$ cat src/rtl/uart_pkg.sv
// Shared constants for the USART receive path: RCSTA bit positions,
// receiver state encodings, receive FIFO entry layout and sampling helpers.
package uart_pkg;

  // RCSTA bit positions
  localparam int RCSTA_SPEN  = 7;
  localparam int RCSTA_RX9   = 6;
  localparam int RCSTA_SREN  = 5;
  localparam int RCSTA_CREN  = 4;
  localparam int RCSTA_ADDEN = 3;
  localparam int RCSTA_FERR  = 2;
  localparam int RCSTA_OERR  = 1;
  localparam int RCSTA_RX9D  = 0;

  // Receiver state encodings
  localparam logic [2:0] ST_IDLE  = 3'd0;
  localparam logic [2:0] ST_START = 3'd1;
  localparam logic [2:0] ST_DATA  = 3'd2;
  localparam logic [2:0] ST_BIT9  = 3'd3;
  localparam logic [2:0] ST_STOP  = 3'd4;

  // One receive FIFO entry: {ferr, bit9, data}
  localparam int FIFO_ENTRY_W = 10;

  typedef struct packed {
    logic       ferr;
    logic       bit9;
    logic [7:0] data;
  } rx_entry_t;

  // Mid-bit sample index k (0..2) for a given oversample ratio; 7/8/9 at 16x
  function automatic int mid_sample(input int oversample, input int k);
    return oversample / 2 - 1 + k;
  endfunction

  // Two-out-of-three vote over the mid-bit samples
  function automatic logic majority3(input logic a, input logic b, input logic c);
    return (a & b) | (a & c) | (b & c);
  endfunction

endpackage

$ cat src/rtl/uart_rx_fifo.sv
// Two-entry receive FIFO. Slot 0 is always the head; when the FIFO drains
// it keeps the last popped entry, so the data bus holds its value.
// A push together with a pop on a full FIFO is accepted (pop happens first).
module uart_rx_fifo
  import uart_pkg::*;
(
  input  logic                    clk,
  input  logic                    rst,
  input  logic                    push,
  input  logic [FIFO_ENTRY_W-1:0] push_data,
  input  logic                    pop,
  output logic [FIFO_ENTRY_W-1:0] head,
  output logic                    full,
  output logic                    empty
);

  logic [FIFO_ENTRY_W-1:0] slot0;
  logic [FIFO_ENTRY_W-1:0] slot1;
  logic [1:0]              count;
  logic                    do_pop;
  logic                    do_push;

  assign do_pop  = pop && (count != 2'd0);
  assign do_push = push && ((count != 2'd2) || do_pop);

  // Shift-style storage update: pops move slot 1 forward, pushes fill the next free slot
  always_ff @(posedge clk) begin
    if (rst) begin
      slot0 <= '0;
      slot1 <= '0;
      count <= 2'd0;
    end else begin
      case ({do_push, do_pop})
        2'b01: begin
          if (count == 2'd2) slot0 <= slot1;
          count <= count - 2'd1;
        end
        2'b10: begin
          if (count == 2'd0) slot0 <= push_data;
          else               slot1 <= push_data;
          count <= count + 2'd1;
        end
        2'b11: begin
          if (count == 2'd2) begin
            slot0 <= slot1;
            slot1 <= push_data;
          end else begin
            slot0 <= push_data;
          end
        end
        default: ;
      endcase
    end
  end

  assign head  = slot0;
  assign full  = (count == 2'd2);
  assign empty = (count == 2'd0);

endmodule

$ cat src/rtl/uart_rx.sv
// USART asynchronous receiver: RCSTA control/status, oversampled start/data/
// stop recovery with 3-sample majority voting, and the 2-deep RCREG FIFO.
module uart_rx
  import uart_pkg::*;
#(
  parameter int OVERSAMPLE = 16
) (
  input  logic       clk,
  input  logic       rst,
  input  logic       UART_RXD,
  input  logic       rx_sample_en,
  input  logic [7:0] reg_data_in,
  input  logic       rcsta_reg_wr_en,
  output logic [7:0] rcsta_reg_out,
  input  logic       rcreg_rd_en,
  output logic [7:0] rcreg_reg_out,
  output logic       rxif_set_en
);

  localparam int CNT_W = $clog2(OVERSAMPLE);
  localparam logic [CNT_W-1:0] SMP_A    = CNT_W'(mid_sample(OVERSAMPLE, 0));
  localparam logic [CNT_W-1:0] SMP_B    = CNT_W'(mid_sample(OVERSAMPLE, 1));
  localparam logic [CNT_W-1:0] SMP_C    = CNT_W'(mid_sample(OVERSAMPLE, 2));
  localparam logic [CNT_W-1:0] SMP_LAST = CNT_W'(OVERSAMPLE - 1);

  logic             spen, rx9, cren, adden, oerr;
  logic             rxd_meta, rxd_sync;
  logic [2:0]       state;
  logic [CNT_W-1:0] sample_cnt;
  logic [2:0]       bit_cnt;
  logic             smp_a, smp_b;
  logic [7:0]       rsr;
  logic             rsr_bit9;
  logic             vote;
  logic             rx_enabled;
  logic             push;
  logic             overflow;
  rx_entry_t        push_entry;
  rx_entry_t        head_entry;
  logic             fifo_full, fifo_empty;
  logic             unused_wr_bits;

  assign rx_enabled = spen & cren;
  assign vote       = majority3(smp_a, smp_b, rxd_sync);

  assign push_entry.ferr = ~vote;
  assign push_entry.bit9 = rx9 ? rsr_bit9 : 1'b0;
  assign push_entry.data = rsr;

  // Push at the stop-bit decision unless address mode filters a data byte out
  assign push = rx_sample_en && rx_enabled && (state == ST_STOP) && (sample_cnt == SMP_C) &&
                !(rx9 && adden && !push_entry.bit9);
  assign overflow = push && fifo_full && !rcreg_rd_en;

  assign unused_wr_bits = ^{reg_data_in[RCSTA_SREN], reg_data_in[RCSTA_FERR],
                            reg_data_in[RCSTA_OERR], reg_data_in[RCSTA_RX9D]};

  // Two-flop synchronizer for the asynchronous line, idling high
  always_ff @(posedge clk) begin
    if (rst) begin
      rxd_meta <= 1'b1;
      rxd_sync <= 1'b1;
    end else begin
      rxd_meta <= UART_RXD;
      rxd_sync <= rxd_meta;
    end
  end

  // Software-writable RCSTA control bits
  always_ff @(posedge clk) begin
    if (rst) begin
      spen  <= 1'b0;
      rx9   <= 1'b0;
      cren  <= 1'b0;
      adden <= 1'b0;
    end else if (rcsta_reg_wr_en) begin
      spen  <= reg_data_in[RCSTA_SPEN];
      rx9   <= reg_data_in[RCSTA_RX9];
      cren  <= reg_data_in[RCSTA_CREN];
      adden <= reg_data_in[RCSTA_ADDEN];
    end
  end

  // Overrun flag: set when a byte arrives with the FIFO full, cleared by writing CREN=0
  always_ff @(posedge clk) begin
    if (rst) begin
      oerr <= 1'b0;
    end else if (rcsta_reg_wr_en && !reg_data_in[RCSTA_CREN]) begin
      oerr <= 1'b0;
    end else if (overflow) begin
      oerr <= 1'b1;
    end
  end

  // Frame recovery FSM; disabling the receiver drops any frame in progress
  always_ff @(posedge clk) begin
    if (rst) begin
      state      <= ST_IDLE;
      sample_cnt <= '0;
      bit_cnt    <= 3'd0;
      smp_a      <= 1'b1;
      smp_b      <= 1'b1;
      rsr        <= 8'h00;
      rsr_bit9   <= 1'b0;
    end else if (!rx_enabled) begin
      state <= ST_IDLE;
    end else if (rx_sample_en) begin
      if (state != ST_IDLE) begin
        sample_cnt <= sample_cnt + 1'b1;
        if (sample_cnt == SMP_A) smp_a <= rxd_sync;
        if (sample_cnt == SMP_B) smp_b <= rxd_sync;
      end
      case (state)
        ST_IDLE: begin
          if (!oerr && !rxd_sync) begin
            state      <= ST_START;
            sample_cnt <= '0;
            rsr_bit9   <= 1'b0;
          end
        end
        ST_START: begin
          if (sample_cnt == SMP_C && vote) begin
            state <= ST_IDLE;
          end else if (sample_cnt == SMP_LAST) begin
            state   <= ST_DATA;
            bit_cnt <= 3'd0;
          end
        end
        ST_DATA: begin
          if (sample_cnt == SMP_C) rsr <= {vote, rsr[7:1]};
          if (sample_cnt == SMP_LAST) begin
            if (bit_cnt == 3'd7) state <= rx9 ? ST_BIT9 : ST_STOP;
            else                 bit_cnt <= bit_cnt + 3'd1;
          end
        end
        ST_BIT9: begin
          if (sample_cnt == SMP_C)    rsr_bit9 <= vote;
          if (sample_cnt == SMP_LAST) state    <= ST_STOP;
        end
        ST_STOP: begin
          if (sample_cnt == SMP_C) state <= ST_IDLE;
        end
        default: state <= ST_IDLE;
      endcase
    end
  end

  uart_rx_fifo u_fifo (
    .clk       (clk),
    .rst       (rst),
    .push      (push),
    .push_data (push_entry),
    .pop       (rcreg_rd_en),
    .head      (head_entry),
    .full      (fifo_full),
    .empty     (fifo_empty)
  );

  // RCSTA readback; FERR and RX9D follow the head entry and read 0 when empty
  always_comb begin
    rcsta_reg_out              = 8'h00;
    rcsta_reg_out[RCSTA_SPEN]  = spen;
    rcsta_reg_out[RCSTA_RX9]   = rx9;
    rcsta_reg_out[RCSTA_SREN]  = 1'b0;
    rcsta_reg_out[RCSTA_CREN]  = cren;
    rcsta_reg_out[RCSTA_ADDEN] = adden;
    rcsta_reg_out[RCSTA_FERR]  = head_entry.ferr & ~fifo_empty;
    rcsta_reg_out[RCSTA_OERR]  = oerr;
    rcsta_reg_out[RCSTA_RX9D]  = head_entry.bit9 & ~fifo_empty;
  end

  assign rcreg_reg_out = head_entry.data;
  assign rxif_set_en   = ~fifo_empty;

endmodule

$ cat config.mk
export PLATFORM = sky130hd
export DESIGN_NAME = uart_rx
export DESIGN_NICKNAME = d
export VERILOG_FILES = /design/src/rtl/uart_pkg.sv /design/src/rtl/uart_rx_fifo.sv /design/src/rtl/uart_rx.sv
export SDC_FILE = /design/constraint.sdc
export NUM_CORES = 1
export LEC_CHECK = 0
export ABC_CLOCK_PERIOD_IN_PS = 1900
export BUFFER_PORTS_ARGS = -buffer_cell sky130_fd_sc_hd__buf_4
export CORE_MARGIN = 2
export CORE_UTILIZATION = 48
export CTS_CLUSTER_SIZE = 30
export DETAILED_ROUTE_END_ITERATION = 16
export PLACE_DENSITY = 0.71
export SLEW_MARGIN = 20
export SYNTH_ARGS = -nofsm -noshare
export SYNTH_HDL_FRONTEND = slang
export SYNTH_SLANG_ARGS = --single-unit
$ cat constraint.sdc
create_clock -name clk -period 1.9 [get_ports clk]
set_input_delay 0.095 -clock clk [delete_from_list [all_inputs] [get_ports clk]]
set_output_delay 0.095 -clock clk [all_outputs]
set_load 0.02 [all_outputs]
After elaboration in Yosys (flattened, before gate mapping)
Cells that the tools add are included.
{"block": "classes", "n_mux": 29, "eq_ne": 28, "n_reduce_logical": 40, "n_bitwise": 11, "n_addsub": 4}
{"cell": "two-way mux 10 bit", "n": 5}
{"cell": "two-way mux 3 bit", "n": 12}
{"cell": "case mux 10 bit (3 select lines)", "n": 1}
{"cell": "inequality test 2 bit (second input constant)", "n": 13}
{"cell": "case mux 10 bit (2 select lines)", "n": 1}
{"cell": "case mux 3 bit (5 select lines)", "n": 1}
{"cell": "AND reduction 7 bit", "n": 2}
{"cell": "logical AND 1 bit", "n": 13}
{"cell": "== test 4 bit (second input constant)", "n": 3}
{"cell": "two-way mux 4 bit", "n": 3}
{"cell": "AND reduction 4 bit", "n": 3}
{"cell": "nonzero test 2 bit", "n": 5}
{"cell": "bitwise AND 1 bit", "n": 6}
{"cell": "== test 2 bit (second input constant)", "n": 3}
{"cell": "== test 3 x 2 -> 1 bit (second input constant)", "n": 2}
{"cell": "== test 3 bit (second input constant)", "n": 2}
{"cell": "logical NOT 1 bit", "n": 6}
{"cell": "case mux 3 bit (2 select lines)", "n": 1}
{"cell": "AND reduction 3 bit", "n": 2}
{"cell": "nonzero test 3 bit", "n": 2}
{"cell": "AND reduction 5 bit", "n": 1}
{"cell": "adder 4 x 1 -> 4 bit (second input constant)", "n": 1}
{"cell": "== test 4 x 3 -> 1 bit (second input constant)", "n": 1}
{"cell": "case mux 2 bit (2 select lines)", "n": 1}
{"cell": "16 further kinds", "n": 22}
{"block": "totals", "out_inout_bits": 17, "word_cells": 129, "reg_bits": 50, "in_bits": 14}

Logic depth before layout (Yosys ltp)
{"block": "logic_depth", "word_depth": 9, "ltp_mapped": 8}

Hierarchy
From an unflattened synthesis, not the netlist that was laid out.
{"block": "hier_totals", "cells_unflattened": 317, "area_unflattened_um2": 2915.3}
{"module": "uart_rx", "instances": 1, "area_each_um2": 1501.4, "seq_area_each_um2": 560.5, "cells_each": 167}
{"module": "uart_rx_fifo", "instances": 1, "area_each_um2": 1413.9, "seq_area_each_um2": 440.4, "cells_each": 150}

Worst setup path after synthesis
No wires, ideal clock.
{"block": "synth_timing", "path_type": "reg-to-reg", "startpoint": "reg state[2]", "endpoint": "reg u_fifo.slot1[8]", "arrival_ps": 1882, "path_slack_ps": -52, "stages_incl_launch_ff": 7, "period_less_slack_ps": 1952, "required_ps": 1829, "setup_ps": 71, "n_path_buf": 2, "cell_sequence": "dfxtp_1 buf_6 or3b_4 or4_1 clkbuf_2 or3_1 a21oi_1"}
{"block": "synth_via", "elab_chain_len": 8, "word_cells_on_any_way": 12}
{"item": "from (decl)", "line": "uart_rx.sv:28", "rtl": "logic [2:0] state;"}
{"item": "from (signal assigned)", "line": "uart_rx.sv:132", "rtl": "if (bit_cnt == 3'd7) state <= rx9 ? ST_BIT9 : ST_STOP;"}
{"item": "== test 3 bit (*)", "line": "uart_rx.sv:51", "rtl": "assign push = rx_sample_en && rx_enabled && (state == ST_STOP) && (sample_cnt == SMP_C) &&"}
{"item": "logical AND 1 bit (*) (3 in series)", "line": "uart_rx.sv:51"}
{"item": "logical AND 1 bit (*)", "line": "uart_rx_fifo.sv:24", "rtl": "assign do_push = push && ((count != 2'd2) || do_pop);"}
{"item": "== test 2 bit", "line": "uart_rx_fifo.sv:33", "rtl": "case ({do_push, do_pop})"}
{"item": "inequality test 2 bit (no source line) / nonzero test 2 bit (equally long branches)"}
{"item": "AND reduction 3 bit (no source line)"}
{"item": "to (signal assigned)", "line": "uart_rx_fifo.sv:40", "rtl": "else slot1 <= push_data;"}
{"item": "to (signal assigned)", "line": "uart_rx_fifo.sv:46", "rtl": "slot1 <= push_data;"}
{"item": "to (decl)", "line": "uart_rx_fifo.sv:18", "rtl": "logic [FIFO_ENTRY_W-1:0] slot1;"}
Mark *: on every way between the ends. The rest lies on a longest branch, timed or not.
A chain may end at the register's enable or synchronous reset.

Final worst setup path
{"block": "layout_timing", "startpoint": "reg state[0]", "endpoint": "reg u_fifo.slot1[9]"}
The elaborated chain is that of the path after synthesis.

==> results by group <==
Synth
  • Register area share after synthesis: 39.53%
  • Simple-Gate Fraction of Synth Area: approximately a fifth
  • Ys async rst share: 0%
  • Synth Cell Area: approximately 2500 um^2
  • EDFF count, synth: 0
  • Combinational family with the most area after synthesis: compound AO/OA/AOI/OAI gates
  • Most frequent cell after synthesis: dfxtp_1
  • Synthesized Nets: between 300 and 400
  • Synth area leaders: dfxtp_1 40%, mux2i_1 6.7%, nor2_1 4.4%
  • Synth Area in XOR/XNOR: less than 1%
  • Synth Area per Inst: between 8 and 9 um^2
  • Post-synthesis compound-gate area fraction: 20.31%
  • Syn Inst Count: 300
  • Cell variety after synth: 52
  • Post-synth top area cell: dfxtp_1
  • Top_reg_cell synth: dfxtp_1
  • Synthesized flop and latch total: 50
  • Top post-synthesis cells by count: 50 x dfxtp_1, 30 x nor2_1, 19 x clkbuf_1, 19 x inv_1
  • Adder-cell share of the synthesized area: 2.866%
  • Mux cell area share after synthesis: 7.164%
  • Yosys warns: 0
  • Post-synth top area share: about two fifths

Power
  • Pleak: 1.157 nW
  • Power per cell area: 617.7 nW/um^2
  • Worst vdd ir: 0.3126 mV
  • Final Power: ~1.8 mW

Layout
  • Share of cells above drive strength 1: 21.88%
  • Layout area overhead: 16.16%
  • Diodes inserted: 0
  • Total Nets Final: roughly 340
  • Final non-filler cell total: 390

Setup path
  • Critical Path AT: roughly 2.1 ns
  • Req. time, crit path: around 2.2 ns
  • Crit path kind: reg2reg
  • CP Launch Type: flip-flop
  • Setup crit end kind: flip-flop
  • CP max FO: 6

Clock network
  • Post-CTS Setup Repair Bufs: 0
  • TritonCTS clock tree: built
  • Worst-path clk slew: 0.09 ns
  • Clk_lat worst skew: roughly 0.31 ns
  • H-tree depth: 2
  • Clock Tree Buf Depth: 2
  • TritonCTS buffer count: 5
  • CTS root buffer: clkbuf_8
  • Clock Sinks: 50

Drt
  • DRT Wirelength: between 5000 and 6000 um
  • Post-route DRC: 0
  • Drt wl/cell: 14.10 um
  • Final ANT Viol Nets: 0
  • Iter 0 DRT Violations: between 150 and 200
  • Total number of vias: about 2200
  • First-pass detailed-route iteration total: 4
  • Routed vias/inst: approximately 5.5

Floorplan
  • Die H: ~77 um
  • Die Wd: roughly 77 um
  • Num ports: 31
  • Initial core utilization: about half
  • Die area: around 6000 um^2
  • Core Region: between 5000 and 6000 um^2
  • # rows: 26

GRT
  • Vias in the first global route: roughly 1900
  • Remaining Overflow, GRT: 0
  • Pin count of the biggest net entering global routing: 47
  • Initial antenna violation count: 0
  • Total track usage: a little under a fifth
  • Global-route wire length before repair: about 9000 um

STA
  • Max_slew headroom: between 30% and 40%
  • # setup viols final: 0
  • Actual slew at the worst max-slew pin: ~0.88 ns
  • Max Clock Freq: about 530 MHz
  • Clock period minus worst slack: about 1.9 ns
  • Max Clock Skew: a little under 0.007 ns
  • Final hold viol count: 0
  • Final period utilization: approximately 99%
  • Final Max Slew Viols: 0
  • RSZ-0062 raised after global routing: yes

Outcome
  • Status: complete, no violations

Placement
  • Inst Count DP: 381
  • RePlAce Congestion: between 0.7 and 0.8
  • Port bufs: 25
  • Hpwl dp: 3839 um

Min path
  • Hold crit path type: in2reg

Job
  • Total of max-cap violations: 0
## sequential cells by signal (all words and copies together) (netlist names)
name          flops
adden             1
smp_a             1
rx9               1
rxd_sync          1
rsr_bit9          1
oerr              1
bit_cnt           3
cren              1
rxd_meta          1
state             3
u_fifo.count      2
u_fifo.head      10
sample_cnt        4
u_fifo.slot1     10
spen              1
rsr               8
smp_b             1
## repair_timing
action / in CTS / in global routing
hold endpoints to repair: 1 / 0
pin swaps: 0 / 5
setup endpoints to repair: 9 / 22
hold buffers: 1 / 0
resized for setup: 1 / 10
## per-layer routing
layer / track usage, % / up-vias / routed length [um]
li1: - / 1095 / -
met1: 27.12 / 1005 / 2743
met5: 0 / - / 0
met2: 29.03 / 55 / 2440
met4: 7.091 / 0 / 75
met3: 3.555 / 6 / 240
## cells by family (layout without fill, tap and decap cells)
family,count (synthesis),after routing
xor+xnor,1,1
flops,50,50
buf+inv,56,76
mux,18,18
compound gates,74,74
simple gates,94,94
other cells,1,1
fa+ha+maj,6,6
## layout make-up
cell class,count,area (um^2)
inverter,19,71.32
timing repair buffer,49,382.9
clock inverter,2,17.52
multi-input combinational,194,1296
fill,491,2166
sequential,50,1003
clock buffer,6,82.58
tap,70,87.58
## power by group
group	switching [mW]	internal (mW)
registers	0.00434	1.05
clock network	0.372	0.300
logic	0.0505	0.0359
## final timing paths
check                      start  cells after the start         endpoint  slack (ns)
hold / removal    reg_data_in[6]                      3              rx9        0.01
setup reg to reg        state[0]                      4  u_fifo.slot1[9]        0.02
setup / recovery        state[0]                      4  u_fifo.slot1[9]        0.02
hold reg to reg         rxd_meta                      1         rxd_sync        0.44
## per-stage QoR
step / util [%] / hold WS, ns / worst slack (ns) / instance area (um^2) / TNS (ns)
after floorplan: - / 0.1988 / 0.03431 / 2532 / 0
after global placement: 54.78 / 0.2929 / 0.03965 / 2798 / 0
after detailed placement: 54.78 / 0.2892 / -0.03195 / 2798 / -0.04179
after CTS: 57.01 / 0.008985 / 0.005461 / 2912 / 0
after global routing: 57.59 / 0.02611 / -0.02105 / 2942 / -0.05950
final: 57.59 / 0.01437 / 0.02463 / 2942 / 0
## placed cells by master (no fill, tap or decap), types with 11 or more instances in the layout
master	netlist	layout
o21ai_0	15	12
buf_4	14	47
nand3_1	11	11
nor2_1	30	30
mux2i_1	17	17
dfxtp_1	50	48
a21oi_1	17	16
nand2_1	11	11
inv_1	19	19
## critical path: stages, from the launching register on
cell and delay [ns]:
dfxtp_2 0.33, or3b_4 0.39, or4_4 0.56, or3_4 0.41
a21oi_2 0.12
No activity file was read; power rests on OpenSTA's default activity.
